==> src/rtl/reg_bus_arb_pkg.sv <==
// Shared types and defaults for the register-bus arbiter slice.
package reg_bus_arb_pkg;

    // Default bus geometry; the arbiter takes these as parameter defaults.
    localparam int ADDR_W = 8;
    localparam int DATA_W = 8;

    // Access sequencer states.
    typedef enum logic [1:0] {
        IDLE   = 2'd0,
        ACCESS = 2'd1,
        DONE   = 2'd2
    } arb_state_e;

    // Round-robin pointer advance: the slot after the winner, wrapping to 0.
    function automatic int next_ptr(input int idx, input int n);
        int nxt;
        if (idx >= n - 1) begin
            nxt = 0;
        end else begin
            nxt = idx + 1;
        end
        return nxt;
    endfunction

endpackage

==> src/rtl/reg_bus_arbiter_rr_pick.sv <==
// Combinational round-robin picker: first set request at or above the
// pointer, wrapping modulo NUM_REQ.
module rr_pick #(
    parameter int NUM_REQ = 4,
    parameter int IDX_W   = $clog2(NUM_REQ)
) (
    input  logic [NUM_REQ-1:0] req,
    input  logic [IDX_W-1:0]   ptr,
    output logic               valid,
    output logic [IDX_W-1:0]   winner
);

    // Scan NUM_REQ slots starting at the pointer; the first hit wins.
    always_comb begin
        int pos;
        int pos_w;
        valid  = 1'b0;
        winner = {IDX_W{1'b0}};
        pos    = 0;
        pos_w  = 0;
        for (int off = 0; off < NUM_REQ; off++) begin
            pos = int'(ptr) + off;
            if (pos >= NUM_REQ) begin
                pos_w = pos - NUM_REQ;
            end else begin
                pos_w = pos;
            end
            if (!valid && req[pos_w]) begin
                valid  = 1'b1;
                winner = pos_w[IDX_W-1:0];
            end else begin
                valid  = valid;
            end
        end
    end

endmodule

==> src/rtl/reg_bus_arbiter.sv <==
// Round-robin arbiter sharing one register bus between NUM_REQ requesters.
// IDLE picks and latches a winner, ACCESS drives bus_en for one cycle,
// DONE returns the ack (and read data) and advances the pointer.
module reg_bus_arbiter #(
    parameter int NUM_REQ = 4,
    parameter int ADDR_W  = reg_bus_arb_pkg::ADDR_W,
    parameter int DATA_W  = reg_bus_arb_pkg::DATA_W,
    parameter int IDX_W   = $clog2(NUM_REQ)
) (
    input  logic                        clk,
    input  logic                        rstn,
    input  logic [NUM_REQ-1:0]          req_i,
    input  logic [NUM_REQ-1:0]          req_wr_i,
    input  logic [NUM_REQ*ADDR_W-1:0]   req_addr_i,
    input  logic [NUM_REQ*DATA_W-1:0]   req_wdata_i,
    output logic [NUM_REQ-1:0]          ack_o,
    output logic [DATA_W-1:0]           rdata_o,
    output logic                        busy_o,
    output logic [IDX_W-1:0]            grant_idx_o,
    output logic                        bus_en,
    output logic                        bus_wr,
    output logic [ADDR_W-1:0]           bus_addr,
    output logic [DATA_W-1:0]           bus_wdata,
    input  logic [DATA_W-1:0]           bus_rdata
);

    import reg_bus_arb_pkg::*;

    localparam logic [NUM_REQ-1:0] ACK_LSB = {{(NUM_REQ-1){1'b0}}, 1'b1};

    arb_state_e         state_r;
    logic [IDX_W-1:0]   ptr_r;
    logic               pick_valid_s;
    logic [IDX_W-1:0]   pick_idx_s;

    rr_pick #(
        .NUM_REQ (NUM_REQ),
        .IDX_W   (IDX_W)
    ) u_rr_pick (
        .req    (req_i),
        .ptr    (ptr_r),
        .valid  (pick_valid_s),
        .winner (pick_idx_s)
    );

    // Access sequencer; every output is a register. The winner's fields are
    // captured straight into the bus registers, which then hold until the
    // next grant. bus_rdata is sampled on the edge that closes the enable
    // cycle so rdata_o lines up with the ack pulse.
    always_ff @(posedge clk or negedge rstn) begin
        if (!rstn) begin
            state_r     <= IDLE;
            ptr_r       <= {IDX_W{1'b0}};
            ack_o       <= {NUM_REQ{1'b0}};
            rdata_o     <= {DATA_W{1'b0}};
            busy_o      <= 1'b0;
            grant_idx_o <= {IDX_W{1'b0}};
            bus_en      <= 1'b0;
            bus_wr      <= 1'b0;
            bus_addr    <= {ADDR_W{1'b0}};
            bus_wdata   <= {DATA_W{1'b0}};
        end else begin
            case (state_r)
                IDLE: begin
                    ack_o <= {NUM_REQ{1'b0}};
                    if (pick_valid_s) begin
                        grant_idx_o <= pick_idx_s;
                        bus_en      <= 1'b1;
                        bus_wr      <= req_wr_i[pick_idx_s];
                        bus_addr    <= req_addr_i[pick_idx_s*ADDR_W +: ADDR_W];
                        bus_wdata   <= req_wdata_i[pick_idx_s*DATA_W +: DATA_W];
                        busy_o      <= 1'b1;
                        state_r     <= ACCESS;
                    end else begin
                        bus_en      <= 1'b0;
                        busy_o      <= 1'b0;
                        state_r     <= IDLE;
                    end
                end
                ACCESS: begin
                    bus_en  <= 1'b0;
                    ack_o   <= ACK_LSB << grant_idx_o;
                    if (!bus_wr) begin
                        rdata_o <= bus_rdata;
                    end else begin
                        rdata_o <= rdata_o;
                    end
                    state_r <= DONE;
                end
                DONE: begin
                    ack_o   <= {NUM_REQ{1'b0}};
                    busy_o  <= 1'b0;
                    ptr_r   <= IDX_W'(next_ptr(int'(grant_idx_o), NUM_REQ));
                    state_r <= IDLE;
                end
                default: begin
                    ack_o   <= {NUM_REQ{1'b0}};
                    bus_en  <= 1'b0;
                    busy_o  <= 1'b0;
                    state_r <= IDLE;
                end
            endcase
        end
    end

endmodule

==> config.mk <==
export PLATFORM = sky130hd
export DESIGN_NAME = reg_bus_arbiter
export DESIGN_NICKNAME = d
export VERILOG_FILES = /design/src/rtl/reg_bus_arb_pkg.sv /design/src/rtl/reg_bus_arbiter_rr_pick.sv /design/src/rtl/reg_bus_arbiter.sv
export SDC_FILE = /design/constraint.sdc
export NUM_CORES = 1
export LEC_CHECK = 0
export CORE_ASPECT_RATIO = 0.75
export CORE_UTILIZATION = 56
export DETAILED_ROUTE_END_ITERATION = 7
export DONT_BUFFER_PORTS = 1
export PLACE_DENSITY = 0.8
export SKIP_CTS_REPAIR_TIMING = 1
export SYNTH_ARGS = -nofsm -noshare
export SYNTH_HDL_FRONTEND = slang
export SYNTH_SLANG_ARGS = --single-unit
==> constraint.sdc <==
create_clock -name clk -period 1.8 [get_ports clk]
set_input_delay 0 -clock clk [delete_from_list [all_inputs] [get_ports clk]]
set_output_delay 0 -clock clk [all_outputs]
set_load 0.1 [all_outputs]
# [After elaboration in Yosys (flattened, before gate mapping)]
# Cells that the tools add are included.
[word_totals] reg_bits=37 inputBits=82 out_inout_bits=33 elab_cells=76
[classes] addsub=8 n_lt_le_gt_ge=10 n_eq_ne=2 shifts=3 mux=33 n_bitwise=1 reduce_logical=9
[ops] operator="$lt 32x4->1 const B" n=4
[ops] operator="$mux 32" n=4
[ops] operator="$ge 32x4->1 const B" n=3
[ops] operator="$sub 32x4->32 const B" n=3
[ops] operator="$shiftx 32x6->8" n=2
[ops] operator="$mux 1" n=15
[ops] operator="$bmux 1 s2" n=5
[ops] operator="$mux 2" n=5
[ops] operator="$add 2x2->3 const B" n=2
[ops] operator="$mux 4" n=1
[ops] operator="$pmux 1 s2" n=2
[ops] operator="$pmux 2 s2" n=1
[ops] operator="$reduce_and 2->1" n=2
[ops] operator="$shl 1x2->4 const A" n=1
[ops] operator="$sub 2x3->4 const B" n=1
[ops] operator="$add 2x1->3 const B" n=1
[ops] operator="$ge 2x3->1 const B" n=1
[ops] operator="$logic_and 1x1->1" n=3
[ops] operator="$logic_not 1->1" n=3
[ops] operator="$lt 2x3->1 const B" n=1
[ops] operator="$add 2x1->2 const B" n=1
[ops] operator="$eq 2x1->1 const B" n=1
[ops] operator="$eq 2x2->1 const B" n=1
[ops] operator="$ge 2x2->1 const B" n=1
[ops] operator="2 further kinds" n=2

# [Longest topological paths before layout]
[depth] word_depth=17 ltp_mapped=6 depth_no_buf=6

# [Hierarchy]
# Synthesis repeated with hierarchy kept, for this count alone.
[unflattened] hier_cells=122 hier_area_um2=1970.6
[modules_own_cells] mod="reg_bus_arbiter" n_inst=1 cells_each=107 area_per_inst_um2=1893.1 seq_area_each_um2=925.9
[modules_own_cells] mod="rr_pick" n_inst=1 cells_each=15 area_per_inst_um2=77.6 seq_area_each_um2=0.0

# [Least setup slack after synthesis]
# OpenSTA, ideal clock, no wires.
[synth_timing] path_kind="flip-flop to flip-flop" from="register grant_idx_o[0]" to="register ptr_r[1]" setup_ps=125 t_arrival_ps=1690 t_required_ps=1675 path_slack_ps=-15 stages_incl_launch_ff=4 n_path_buf=0 period_less_slack_ps=1815 path_cell_list="dfrtp_1 -> inv_1 -> ha_1 -> mux2_2"
[synth_between] elab_chain_cells=2 elab_cells_between_ends=3 classes_between="add/sub: 1; order compare: 1; mux: 1"
[synth_rtl] element="start, declared" line="reg_bus_arbiter.sv:19" rtl="output logic [IDX_W-1:0] grant_idx_o,"
[synth_rtl] element="start signal, assigned" line="reg_bus_arbiter.sv:57" rtl="grant_idx_o <= {IDX_W{1'b0}};"
[synth_rtl] element="start signal, assigned" line="reg_bus_arbiter.sv:67" rtl="grant_idx_o <= pick_idx_s;"
[synth_rtl] element="$add 2x1->2 / $ge 2x2->1 (equally long branches)" line="reg_bus_arb_pkg.sv:21, reg_bus_arb_pkg.sv:18"
[synth_rtl] element="$mux 2 *" line="reg_bus_arb_pkg.sv:18" rtl="if (idx >= n - 1) begin"
[synth_rtl] element="end signal, assigned" line="reg_bus_arbiter.sv:53" rtl="ptr_r <= {IDX_W{1'b0}};"
[synth_rtl] element="end signal, assigned" line="reg_bus_arbiter.sv:93" rtl="ptr_r <= IDX_W'(next_ptr(int'(grant_idx_o), NUM_REQ));"
[synth_rtl] element="end, declared" line="reg_bus_arbiter.sv:32" rtl="logic [IDX_W-1:0] ptr_r;"
# Mark *: on every way between the ends. The rest lies on a longest branch, timed or not.
# A chain may end at the register's enable or synchronous reset.

# [Final worst setup path]
[layout_timing] from="register ptr_r[1]" to="register bus_addr[6]"
[layout_between] elab_chain_cells=16 elab_cells_between_ends=43 classes_between="add/sub: 7; order compare: 4; shift: 1; mux: 24; reduce/logical: 7"
[layout_rtl] element="parallel branches: the longest is 16 deep, another holds $sub 32x4->32"
[layout_rtl] element="end signal, assigned" line="reg_bus_arbiter.sv:60" rtl="bus_addr <= {ADDR_W{1'b0}};"
[layout_rtl] element="end signal, assigned" line="reg_bus_arbiter.sv:70" rtl="bus_addr <= req_addr_i[pick_idx_s*ADDR_W +: ADDR_W];"
[layout_rtl] element="end, declared" line="reg_bus_arbiter.sv:22" rtl="output logic [ADDR_W-1:0] bus_addr,"
# Several ways; the timed one is not identified. The select of a mux whose other input is x is not followed.

==> results.yml <==
synthesis:
  yosys.area_share.adder: 0.0253
  yosys.area_share.simple: 0.100
  synth_top_family_by_area: "multiplexers"
  syn_nets: 253
  ys_async_sr_fraction: 1.00
  synth_seq_cells: 37
  synth.most_common_cell: "dfrtp_1"
  synth.distinct_cells: 31
  syn_inst: 167
  synth_edf_count: 0
  synth_compound_area_frac: 0.147
  syn_area_um2: 1980
  synthMuxAreaShare: 0.224
  yosysSeqAreaShare: 0.469
  synth_top_flop_cell: "dfrtp_1"
  synth_top_cells_by_count: "dfrtp_1, mux2i_1, nand2_1"
  yosys_warnings: 0
  postSynthAreaPerCell_um2: 11.8
  synth.top_cell.area_share: 0.469
  synthTopCellsByArea: "dfrtp_1, mux2i_1, o221ai_2"
  synth_area_leader_cell: "dfrtp_1"
  synthXorXnorAreaFrac: 0
grt:
  grt_pass1_wl_mm: 6.65
  grt_usage: 0.237
  grt_pass1_vias: 1459
  overflow: 0
  grt_antenna_before_repair: 1
  grt_max_degree: 38
timing:
  period_share: 1.02
  setup_slack_ns: -0.0339
  finalClockSkew_ns: 0.0106
  slew_headroom: 0.672
  finalHoldViolCount: 1
  fin_hold_ws_ns: -0.0188
  slew_viol_final: 0
  period_needed_ns: 1.83
  tightest_slew_ns: 0.487
  finalSetupViolations: 6
  fmaxAchievable_ghz: 0.545
  rsz0062_at_grt: "true"
floorplanning:
  initial_core_util: 0.593
  die_w_um: 70.6
  io_pins: 115
  fp-row-count: 18
  core_um2: 3330
  dieArea_um2: 3770
  die_h_um: 53.4
layout:
  synthToLayoutAreaGrowth_pct: 62.4
  fin_util: 0.963
  fin_nets: 369
  drive_above_1_share: 0.285
  n_fill_cell: 66
  stdcell_count: 325
outcome:
  status: "finished with violations"
  violations: "DRC, hold timing, setup timing"
place:
  place_ws_ns: 0.0789
  hpwlAfterDp_mm: 3.28
  post-place-cells: 240
  place_congestion: 0.851
  port_buffers: 0
flow_run:
  cap_violations: 0
drt:
  wire_per_inst_um: 23.6
  wl_met1_mm: 2.78
  ant_nets: 0
  drt_wl_total_mm: 7.66
  viasPerCell: 6.42
  wl_met3_um: 733
  dr.pass1.iters: 8
  wl_met2_mm: 3.88
  topRoutingLayerUsed: "met4"
  num_vias: 2088
  drc: 14
  first_iter_violations: 215
setup_path:
  regToRegSetupSlack_ns: -0.03
  start_kind: "flip-flop"
  cp.required_ns: 1.98
  crit_type: "flip-flop to flip-flop"
  r2r-end: "bus_addr[6]"
  r2r-start: "ptr_r[1]"
  cp-end-kind: "flip-flop"
  worst_ep_arrival_time_ns: 2.01
  rr_worst_depth: 5
  cp_max_fo: 6
cts:
  clockRootBuffer: "clkbuf_8"
  cts-buffers-inserted: 5
  htreeDepth: 2
  clk_path_buf_depth: 2
  clk_pin_slew_ns: 0.08
  insertion_delay_ns: 0.30
  cts_tree: "done"
  cts_sinks: 37
min_path:
  hold_class: "input pin to flip-flop"
  worstHoldEndpoint: "bus_wdata[2]"
  whs_path_depth: 2
  worstHoldStart: "req_wdata_i[2]"
-- flip-flops by register name (all words and copies together) (netlist names) --
signal       flops
grant_idx_o      2
bus_en           1
bus_wr           1
rdata_o          8
ptr_r            2
busy_o           1
bus_addr         8
ack_o            4
state_r          2
bus_wdata        8
-- layout make-up --
| type | instances | area [um2] | share of cell area |
|---|---|---|---|
| Multi-Input combinational cell | 118 | 1000 | 0.312 |
| Clock inverter | 2 | 35.0 | 0.0109 |
| Tap cell | 40 | 50.0 | 0.0156 |
| Inverter | 3 | 11.3 | 0.00351 |
| Clock buffer | 6 | 72.6 | 0.0226 |
| Sequential cell | 37 | 928 | 0.289 |
| Timing Repair Buffer | 118 | 1110 | 0.345 |
| Antenna cell | 1 | 2.50 | 0.000780 |
-- placed cells by master, fill, tap and decap left out, drive strengths merged --
master	count
dlygate4sd3	72
buf	45
dfrtp	37
mux2i	33
nand2	21
o221ai	16
mux2	10
clkbuf	7
and2	4
a21oi	4
nor2	4
ha	4
o21ai	4
inv	3
nand2b	3
or3	3
nor2b	2
diode	1
nor4	1
o2bb2ai	1
nor3b	1
a211oi	1
nor3	1
a2bb2oi	1
a21o	1
nand3	1
a221o	1
o31ai	1
clkinv	1
bufinv	1
-- routing by layer --
layer | GRT usage | vias up
met5 | 0 | -
met4 | 0.0600 | 0
met3 | 0.0857 | 35
met2 | 0.421 | 179
met1 | 0.278 | 1026
li1 | - | 848
-- metrics by stage --
step	TNS (ns)	area [um2]
2_1_floorplan	0	1980
3_3_place_gp	0	2300
3_5_place_dp	0	2300
4_1_cts	0	2410
5_1_grt	-0.588	3210
6_report	-0.0818	3210
-- how the worst max path moves through the flow --
| stage | startpoint | end | slack [ns] | cells past startpoint |
|---|---|---|---|---|
| finish | ptr_r[1] | bus_addr[6] | -0.03 | 5 |
| global route | ptr_r[1] | bus_addr[7] | -0.09 | 6 |
| detailed placement | state_r[1] | bus_wdata[2] | 0.08 | 6 |
| CTS | ptr_r[1] | bus_wdata[6] | 0.06 | 6 |
| global placement | ptr_r[1] | bus_addr[6] | 0.15 | 5 |
| floorplan | grant_idx_o[1] | ptr_r[1] | 0.02 | 3 |
-- kinds of logic (layout without fill, tap and decap cells) --
family | Yosys count | in the layout
multiplexers | 43 | 43
AND/OR/NAND/NOR | 41 | 41
flip-flops | 37 | 37
AO/OA/AOI/OAI | 30 | 30
buffers and inverters | 12 | 129
adder cells (fa/ha/maj) | 4 | 4
other | 0 | 1
-- worst max-delay path, cell delays in order (launching register included) --
cell	delay (ns)
dfrtp_2	0.44
mux2i_1	0.31
a2bb2oi_2	0.13
nand2_2	0.15
mux2_2	0.36
a221o_1	0.32
Power is left out: the tool's default activity adds up to more than one toggle a clock period on the data nets, which glitch-free logic cannot reach.
